--- src/rtl/rect_fill_engine.sv ---
// Rectangle fill engine: clips and normalises two corners, then rasters the
// rectangle into the VGA pixel port with four colour patterns and backpressure.
module rect_fill_engine #(
  parameter int SCREEN_W = 160,
  parameter int SCREEN_H = 120,
  parameter int XW       = 8,
  parameter int YW       = 7,
  parameter int CW       = 3
) (
  input  logic          clk,
  input  logic          rst,
  input  logic          start,
  input  logic [1:0]    mode,
  input  logic [CW-1:0] colour,
  input  logic [XW-1:0] x0,
  input  logic [XW-1:0] x1,
  input  logic [YW-1:0] y0,
  input  logic [YW-1:0] y1,
  input  logic          plot_ready,
  output logic          busy,
  output logic          done,
  output logic [XW-1:0] vga_x,
  output logic [YW-1:0] vga_y,
  output logic [CW-1:0] vga_colour,
  output logic          vga_plot
);

  localparam logic [XW-1:0] X_LAST = XW'(SCREEN_W - 1);
  localparam logic [YW-1:0] Y_LAST = YW'(SCREEN_H - 1);

  typedef enum logic [1:0] {
    S_IDLE,
    S_SETUP,
    S_FILL,
    S_DONE
  } state_t;

  state_t        state_q, state_d;
  logic [1:0]    mode_q, mode_d;
  logic [CW-1:0] base_q, base_d;
  logic [XW-1:0] xlo_q, xlo_d;
  logic [XW-1:0] xhi_q, xhi_d;
  logic [YW-1:0] ylo_q, ylo_d;
  logic [YW-1:0] yhi_q, yhi_d;
  logic [XW-1:0] x_q, x_d;
  logic [YW-1:0] y_q, y_d;
  logic [CW-1:0] col_q, col_d;
  logic          plot_q, plot_d;
  logic          busy_q, busy_d;
  logic          done_q, done_d;

  logic [XW-1:0] xl, xh;
  logic [YW-1:0] yl, yh;

  function automatic logic [CW-1:0] pix(
    input logic [1:0]    m,
    input logic [CW-1:0] c,
    input logic [XW-1:0] x,
    input logic [YW-1:0] y
  );
    logic [CW-1:0] r;
    unique case (m)
      2'd0:    r = c;
      2'd1:    r = x[CW-1:0];
      2'd2:    r = y[CW-1:0];
      default: r = (x[0] ^ y[0]) ? ~c : c;
    endcase
    return r;
  endfunction

  always_comb begin
    state_d = state_q;
    mode_d  = mode_q;
    base_d  = base_q;
    xlo_d   = xlo_q;
    xhi_d   = xhi_q;
    ylo_d   = ylo_q;
    yhi_d   = yhi_q;
    x_d     = x_q;
    y_d     = y_q;
    col_d   = col_q;
    plot_d  = plot_q;
    busy_d  = busy_q;
    done_d  = done_q;
    xl      = xlo_q;
    xh      = xhi_q;
    yl      = ylo_q;
    yh      = yhi_q;

    unique case (state_q)
      S_IDLE: begin
        if (start) begin
          mode_d  = mode;
          base_d  = colour;
          xlo_d   = x0;
          xhi_d   = x1;
          ylo_d   = y0;
          yhi_d   = y1;
          busy_d  = 1'b1;
          state_d = S_SETUP;
        end
      end

      S_SETUP: begin
        // Normalise the corners, then clamp the far edge to the screen.
        if (xlo_q > xhi_q) begin
          xl = xhi_q;
          xh = xlo_q;
        end
        if (ylo_q > yhi_q) begin
          yl = yhi_q;
          yh = ylo_q;
        end
        if (int'(xh) > SCREEN_W - 1) xh = X_LAST;
        if (int'(yh) > SCREEN_H - 1) yh = Y_LAST;
        xlo_d = xl;
        xhi_d = xh;
        ylo_d = yl;
        yhi_d = yh;
        if (int'(xl) >= SCREEN_W || int'(yl) >= SCREEN_H) begin
          busy_d  = 1'b0;
          done_d  = 1'b1;
          state_d = S_DONE;
        end else begin
          x_d     = xl;
          y_d     = yl;
          col_d   = pix(mode_q, base_q, xl, yl);
          plot_d  = 1'b1;
          state_d = S_FILL;
        end
      end

      S_FILL: begin
        if (plot_q && plot_ready) begin
          if (x_q == xhi_q) begin
            if (y_q == yhi_q) begin
              plot_d  = 1'b0;
              busy_d  = 1'b0;
              done_d  = 1'b1;
              state_d = S_DONE;
            end else begin
              x_d = xlo_q;
              y_d = y_q + 1'b1;
            end
          end else begin
            x_d = x_q + 1'b1;
          end
          col_d = pix(mode_q, base_q, x_d, y_d);
        end
      end

      S_DONE: begin
        if (!start) begin
          done_d  = 1'b0;
          state_d = S_IDLE;
        end
      end

      default: state_d = S_IDLE;
    endcase
  end

  always_ff @(posedge clk or posedge rst) begin
    if (rst) begin
      state_q <= S_IDLE;
      mode_q  <= '0;
      base_q  <= '0;
      xlo_q   <= '0;
      xhi_q   <= '0;
      ylo_q   <= '0;
      yhi_q   <= '0;
      x_q     <= '0;
      y_q     <= '0;
      col_q   <= '0;
      plot_q  <= 1'b0;
      busy_q  <= 1'b0;
      done_q  <= 1'b0;
    end else begin
      state_q <= state_d;
      mode_q  <= mode_d;
      base_q  <= base_d;
      xlo_q   <= xlo_d;
      xhi_q   <= xhi_d;
      ylo_q   <= ylo_d;
      yhi_q   <= yhi_d;
      x_q     <= x_d;
      y_q     <= y_d;
      col_q   <= col_d;
      plot_q  <= plot_d;
      busy_q  <= busy_d;
      done_q  <= done_d;
    end
  end

  assign busy       = busy_q;
  assign done       = done_q;
  assign vga_x      = x_q;
  assign vga_y      = y_q;
  assign vga_colour = col_q;
  assign vga_plot   = plot_q;

endmodule
--- config.mk ---
export PLATFORM = sky130hd
export DESIGN_NAME = rect_fill_engine
export DESIGN_NICKNAME = d
export VERILOG_FILES = /design/src/rtl/rect_fill_engine.sv
export SDC_FILE = /design/constraint.sdc
export NUM_CORES = 1
export LEC_CHECK = 0
export BUFFER_PORTS_ARGS = -buffer_cell sky130_fd_sc_hd__buf_2
export CAP_MARGIN = 15
export CORE_ASPECT_RATIO = 0.6
export CORE_MARGIN = 3
export CORE_UTILIZATION = 25
export DETAILED_ROUTE_END_ITERATION = 16
export PLACE_DENSITY = 0.42
export RECOVER_POWER = 100
export SETUP_SLACK_MARGIN = 0.02
export SYNTH_ARGS = -nofsm -noshare
export SYNTH_HDL_FRONTEND = slang
export SYNTH_SLANG_ARGS = --single-unit
--- constraint.sdc ---
create_clock -name clk -period 2.9 [get_ports clk]
set_input_delay 0.29 -clock clk [delete_from_list [all_inputs] [get_ports clk]]
set_output_delay 0.29 -clock clk [all_outputs]
set_load 0.01 [all_outputs]
==> results.toml, run 1 <==
[run_status]
outcome = "complete, but fails checks"
violations = "max-capacitance violations"

[grt]
grt_pass1_wl_um = 24200
antenna_found_initial = 0
grt_pass1_vias = 4220
met2_usage_pct = 22.5
grt_busiest_layer = "met1"
grt_use_met3_pct = 3.81
grt_overflow_total = 0
grt.total_usage_pct = 16.5
grt_max_degree = 46
grt_util_met1_pct = 25.8

[cts]
clockBufferDepth = 2
cts.sink_count = 58
clk_pin_slew_worst_paths_ns = 0.05
clock_latency_ns = 0.33
htreeDepth = 3
numCtsBuffers = 9
root_buffer = "clkbuf_16"
cts_tree = "done"

[setup_path]
critical-path-slowest-cell = "mux2_2"
crit_required_ns = 3.12
rr_startpoint = "yhi_q[4]$_DFFE_PP0P_"
critPathLaunchType = "flip-flop"
r2r-end = "vga_colour[0]$_DFFE_PP0P_"
crit_path_max_fanout = 4
max_stage_delay_ns = 0.41
crit_path_cell_trace = "inv_1, ha_1, a211o_1, a21o_1, o22ai_4, mux2_2, and3_1, or4_1, a31oi_1, o41ai_1"
path_buf_inv = 1
cp-end-kind = "flip-flop"
worstPathArrival_ns = 3.00
reg2regPathDepth = 10
crit_family = "compound AO/OA/AOI/OAI gates"
path_class = "flip-flop to flip-flop"
r2r_slack_ns = 0.11

[layout]
final_cells = 842
drive_above_1_share_pct = 24.1
diodes = 0
num-nets-final = 670
final_area_um2 = 5520
syn_to_final_growth_pct = 28.6

[synth]
synth_cells = 503
async_flop_share_pct = 100
synthDistinctLibCells = 71
yosysWarningCount = 0
syn-num-nets = 564
synth_edf_count = 0
synth-seq-cells = 58
synth_top_area_cell = "dfrtp_1"
syn-mean-instance-area_um2 = 8.54
ys_seq_area_share_pct = 33.8
synth_flop_cell = "dfrtp_1"
synth_area_leaders = "dfrtp_1, ha_1, a21oi_1, nand2_1, xnor2_1"
synth.top_cell.area_share_pct = 33.8
syn_area_um2 = 4290

[worst_hold_path]
holdPathStages = 2
whs_endpoint = "mode_q[0]$_DFFE_PP0P_"
hp-start = "mode[0]"
hold_class = "primary input to flip-flop"

[timing]
setup_ws_ns = 0.112
setup_tns_ns = 0
finalHoldViolCount = 0
max_slew_margin_pct = 0.262
min_period_ns = 2.79
setup_violations = 0
rsz0062_at_grt = "true"
slew_violations = 0
max_freq_ghz = 0.359
worstMarginPinSlew_ns = 1.49
finalClockSkew_ns = 0.00697
fin_crit_sh_pct = 96.1

[routing]
drcViolationCount = 0
drt_iter0_markers = 406
vias_per_cell = 5.11
drt_wl_total_um = 14900
vias = 4299
drtPass1Iterations = 5
wl_per_cell_um = 17.7
ant_nets = 0

[die]
die_h_um = 108
start_util_pct = 26.0
dieArea_um2 = 18800
fp-row-count = 36
core_area_um2 = 16500
ioPinCount = 60
dieWidth_um = 175

[placed_design]
place_inst = 822
gp_congestion = 0.858
placed_area_um2 = 5170
dp_slack_ns = -0.0618
hpwlAfterDp_um = 11700
port_buffers = 59

[job]
drv_cap = 1
## Yosys cell counts, drive strengths merged (2+ instances only)
| cell type | n |
|---|---|
| nor3 | 6 |
| a21o | 6 |
| buf | 11 |
| a211o | 5 |
| or3 | 5 |
| a31oi | 8 |
| nor2 | 40 |
| o21a | 5 |
| xnor2 | 21 |
| nand2b | 3 |
| dfrtp | 58 |
| nor4 | 3 |
| nand2 | 50 |
| and3 | 3 |
| ha | 22 |
| a221oi | 3 |
| a222oi | 4 |
| a22o | 2 |
| o22a | 8 |
| o211ai | 6 |
| o2bb2ai | 2 |
| a211oi | 4 |
| a21oi | 47 |
| inv | 23 |
| mux2i | 6 |
| o31ai | 7 |
| nand3 | 21 |
| nand3b | 4 |
| o41ai | 2 |
| mux2 | 8 |
| o21ai | 32 |
| o22ai | 28 |
| xor2 | 3 |
| a41o | 2 |
| or2 | 3 |
| and2 | 5 |
| clkbuf | 12 |
| nand4 | 8 |
| o211a | 2 |
## flip-flops by register name, summed over array words and instances, names as in the netlist
name / count
base_q: 3
busy: 1
done: 1
mode_q: 2
state_q: 2
vga_colour: 3
vga_plot: 1
vga_x: 8
vga_y: 7
xhi_q: 8
xlo_q: 8
yhi_q: 7
ylo_q: 7
## worst reg2reg max path, stage by stage (launching register included)
cell and delay, ns:
dfrtp_1 0.34, inv_1 0.06, ha_1 0.30, a211o_1 0.30, a21o_1 0.21, o22ai_4 0.16
mux2_2 0.41, and3_1 0.21, or4_1 0.40, a31oi_1 0.18, o41ai_1 0.10
## final cells by class
class,instances,area [um2]
timing repair buffer,118,717
fill,1781,11000
clock buffer,13,250
sequential,58,1450
clock inverter,3,15.0
multi-input combinational,398,2710
inverter,24,90.1
tap,228,285
## per-stage QoR
step           hold slack (ns)  util (%)
3_5_place_dp             0.446      31.3
5_1_grt                  0.188      33.4
4_1_cts                 0.0841      32.9
3_3_place_gp             0.456      31.3
6_report                 0.190      33.4
2_1_floorplan            0.440         -
## cell families (layout without fill, tap and decap cells)
family	after synthesis	in the layout	synth area share (%)
compound gates	182	182	28.6
xor+xnor	25	25	5.42
fa+ha+maj	22	22	6.41
buf+inv	47	158	5.24
flops	58	58	33.8
mux	14	14	3.50
simple gates	155	155	17.1
## placed cells by master, fill, tap and decap left out, types with 7 or more instances in the layout
master     count
clkbuf_1      25
buf_2         43
nor2_1        39
xnor2_1       21
buf_4         50
inv_1         22
nand3_1       21
o22a_1         8
ha_1          21
clkbuf_16      9
nand2_1       48
dfrtp_1       58
nand4_1        7
mux2_2         8
a31oi_1        8
o21ai_0       29
a21oi_1       41
o22ai_1       27
## metal layers
metal | wire, um | vias to the layer above | part of all wire, %
met5 | 0 | - | 0
met4 | 144 | 0 | 0.97
met2 | 5910 | 140 | 40
li1 | - | 2091 | -
met3 | 926 | 16 | 6.2
met1 | 7920 | 2052 | 53
## how the worst max path moves through the flow
| stage | end | cells past startpoint | slack (ns) | startpoint |
|---|---|---|---|---|
| after floorplan | vga_colour[0]$_DFFE_PP0P_ | 10 | 0.15 | yhi_q[4]$_DFFE_PP0P_ |
| final | vga_colour[0]$_DFFE_PP0P_ | 10 | 0.11 | yhi_q[4]$_DFFE_PP0P_ |
| after detailed placement | vga_x[7]$_DFFE_PP0P_ | 10 | -0.06 | xhi_q[5]$_DFFE_PP0P_ |
| after CTS | vga_y[5]$_DFFE_PP0P_ | 11 | 0.01 | yhi_q[4]$_DFFE_PP0P_ |
| after global placement | vga_x[5]$_DFFE_PP0P_ | 10 | -0.03 | xhi_q[5]$_DFFE_PP0P_ |
| after global routing | vga_x[5]$_DFFE_PP0P_ | 10 | -0.02 | yhi_q[4]$_DFFE_PP0P_ |
## repair_timing
item                                    in CTS  in global routing
endpoints found under the setup margin       9                 20
buffers inserted                             0                  4
pin swaps                                    0                  3
gates resized for setup                      2                 20
hold buffers                                 0                  0
Power of run 1 is left out: the tool's default activity adds up to more than one toggle a clock period on the data nets, which glitch-free logic cannot reach.
==> run 2, diff against run 1 <==
--- a/config.mk
+++ b/config.mk
@@ -7,11 +7,15 @@
 export LEC_CHECK = 0
 export BUFFER_PORTS_ARGS = -buffer_cell sky130_fd_sc_hd__buf_2
 export CAP_MARGIN = 15
+export CELL_PAD_IN_SITES_DETAIL_PLACEMENT = 0
+export CELL_PAD_IN_SITES_GLOBAL_PLACEMENT = 1
 export CORE_ASPECT_RATIO = 0.6
 export CORE_MARGIN = 3
 export CORE_UTILIZATION = 25
 export DETAILED_ROUTE_END_ITERATION = 16
-export PLACE_DENSITY = 0.42
+export GPL_TIMING_DRIVEN = 0
+export MAX_ROUTING_LAYER = met4
+export PLACE_DENSITY = 0.52
 export RECOVER_POWER = 100
 export SETUP_SLACK_MARGIN = 0.02
 export SYNTH_ARGS = -nofsm -noshare
==> results.toml, run 2 (synthesis results as in run 1) <==
[run_status]
outcome = "complete, no violations"

[timing]
max_freq_ghz = 0.351
finalHoldViolCount = 0
setup_violations = 0
min_period_ns = 2.85
rsz0062_at_grt = "true"
worstMarginPinSlew_ns = 1.12
finalClockSkew_ns = 0.00811
fin_crit_sh_pct = 98.2
max_slew_margin_pct = 25.1
slew_violations = 0

[setup_path]
cp-end-kind = "flip-flop"
crit_required_ns = 3.11
max_stage_delay_ns = 0.41
crit_path_max_fanout = 4
crit_path_cell_trace = "inv_2, ha_4, a211o_1, a21o_1, o22ai_4, mux2_4, and3_4, or4_1, a31oi_1, o41ai_1"
path_class = "flip-flop to flip-flop"
critical-path-slowest-cell = "dfrtp_2"
worstPathArrival_ns = 3.06
critPathLaunchType = "flip-flop"

[cts]
clock_latency_ns = 0.33
cts.sink_count = 58
numCtsBuffers = 9
htreeDepth = 3
clk_pin_slew_worst_paths_ns = 0.06
clockBufferDepth = 2
postCtsHoldBufs = 0
cts_tree = "done"
root_buffer = "clkbuf_16"

[placed_design]
hpwlAfterDp_um = 12400
place_inst = 791
port_buffers = 59
gp_congestion = 0.878

[routing]
vias_per_cell = 5.18
drtPass1Iterations = 5
ant_nets = 0
drcViolationCount = 0
vias = 4302
wl_per_cell_um = 19.5
drt_wl_total_um = 16200
drt_iter0_markers = 331

[layout]
mostFrequentLayoutCells = "dfrtp_1, nand2_1, a21oi_1, buf_2, nor2_1"
syn_to_final_growth_pct = 29.4
final_cells = 830
num-nets-final = 658
drive_above_1_share_pct = 24.3
final_common_cell = "dfrtp_1"
diodes = 0

[die]
fp-row-count = 36
dieArea_um2 = 18800
start_util_pct = 26.0
core_area_um2 = 16500
ioPinCount = 60
dieWidth_um = 175
die_h_um = 108

[job]
drv_cap = 0

[grt]
grt_pass1_wl_um = 24800
grt.total_usage_pct = 17.8
grt_pass1_vias = 4153
grt_max_degree = 34
antenna_found_initial = 0
grt_overflow_total = 0

[worst_hold_path]
hold_class = "primary input to flip-flop"
-- run 2: worst max-delay path: cells and delay by family, from the launching register on --
family	cells	cell delay [ns]
compound gates	5	1.10
simple gates	2	0.56
flops	1	0.41
mux	1	0.36
fa+ha+maj	1	0.20
buf+inv	1	0.07
-- run 2: what timing repair did --
| action | CTS | global route |
|---|---|---|
| gates resized for setup | 16 | 50 |
| pin swaps | 3 | 9 |
| setup buffers | 8 | 15 |
| setup endpoints to repair | 30 | 39 |
-- run 2: layout make-up --
| cell class | count | area [um2] |
|---|---|---|
| fillers | 1730 | 11000 |
| flip-flops and latches | 58 | 1460 |
| clock buffers | 13 | 240 |
| well taps | 228 | 285 |
| repair buffers | 83 | 450 |
| multi-input cells | 398 | 2840 |
| plain buffers | 23 | 148 |
| inverters | 24 | 93.8 |
| clock inverters | 3 | 40.0 |
-- run 2: path summary, 6_finish.rpt --
path	start	to	slack, ns	depth (start not counted)
setup / recovery	yhi_q[4]$_DFFE_PP0P_	vga_colour[0]$_DFFE_PP0P_	0.05	10
hold / removal	colour[1]	base_q[1]$_DFFE_PP0P_	0.19	2
setup reg to reg	yhi_q[4]$_DFFE_PP0P_	vga_colour[0]$_DFFE_PP0P_	0.05	10
hold reg to reg	vga_colour[1]$_DFFE_PP0P_	vga_colour[1]$_DFFE_PP0P_	0.49	2
max in group asynchronous	rst	yhi_q[1]$_DFFE_PP0P_	1.09	3
min in group asynchronous	rst	ylo_q[5]$_DFFE_PP0P_	0.23	2
-- run 2: through the flow --
step	hold WS (ns)	worst slack (ns)	setup TNS, ns	util (%)	instance area [um2]
after floorplan	0.440	0.151	0	-	4290
after global placement	0.463	-0.335	-4.94	29.5	4870
after detailed placement	0.412	-0.388	-5.42	29.6	4890
after CTS	0.0539	-0.0550	-0.273	32.0	5290
after global routing	0.182	-0.0419	-0.0678	33.6	5560
final	0.188	0.0511	0	33.6	5560
-- run 2: layer usage --
| metal | share of wire (%) | track usage [%] | vias to the layer above |
|---|---|---|---|
| li1 | - | - | 2085 |
| met1 | 55 | 27.7 | 2082 |
| met2 | 39 | 23.6 | 121 |
| met3 | 5.2 | 3.35 | 14 |
| met4 | 0.78 | 3.36 | 0 |
| met5 | 0 | - | - |
Power of run 2 is left out for the same reason.
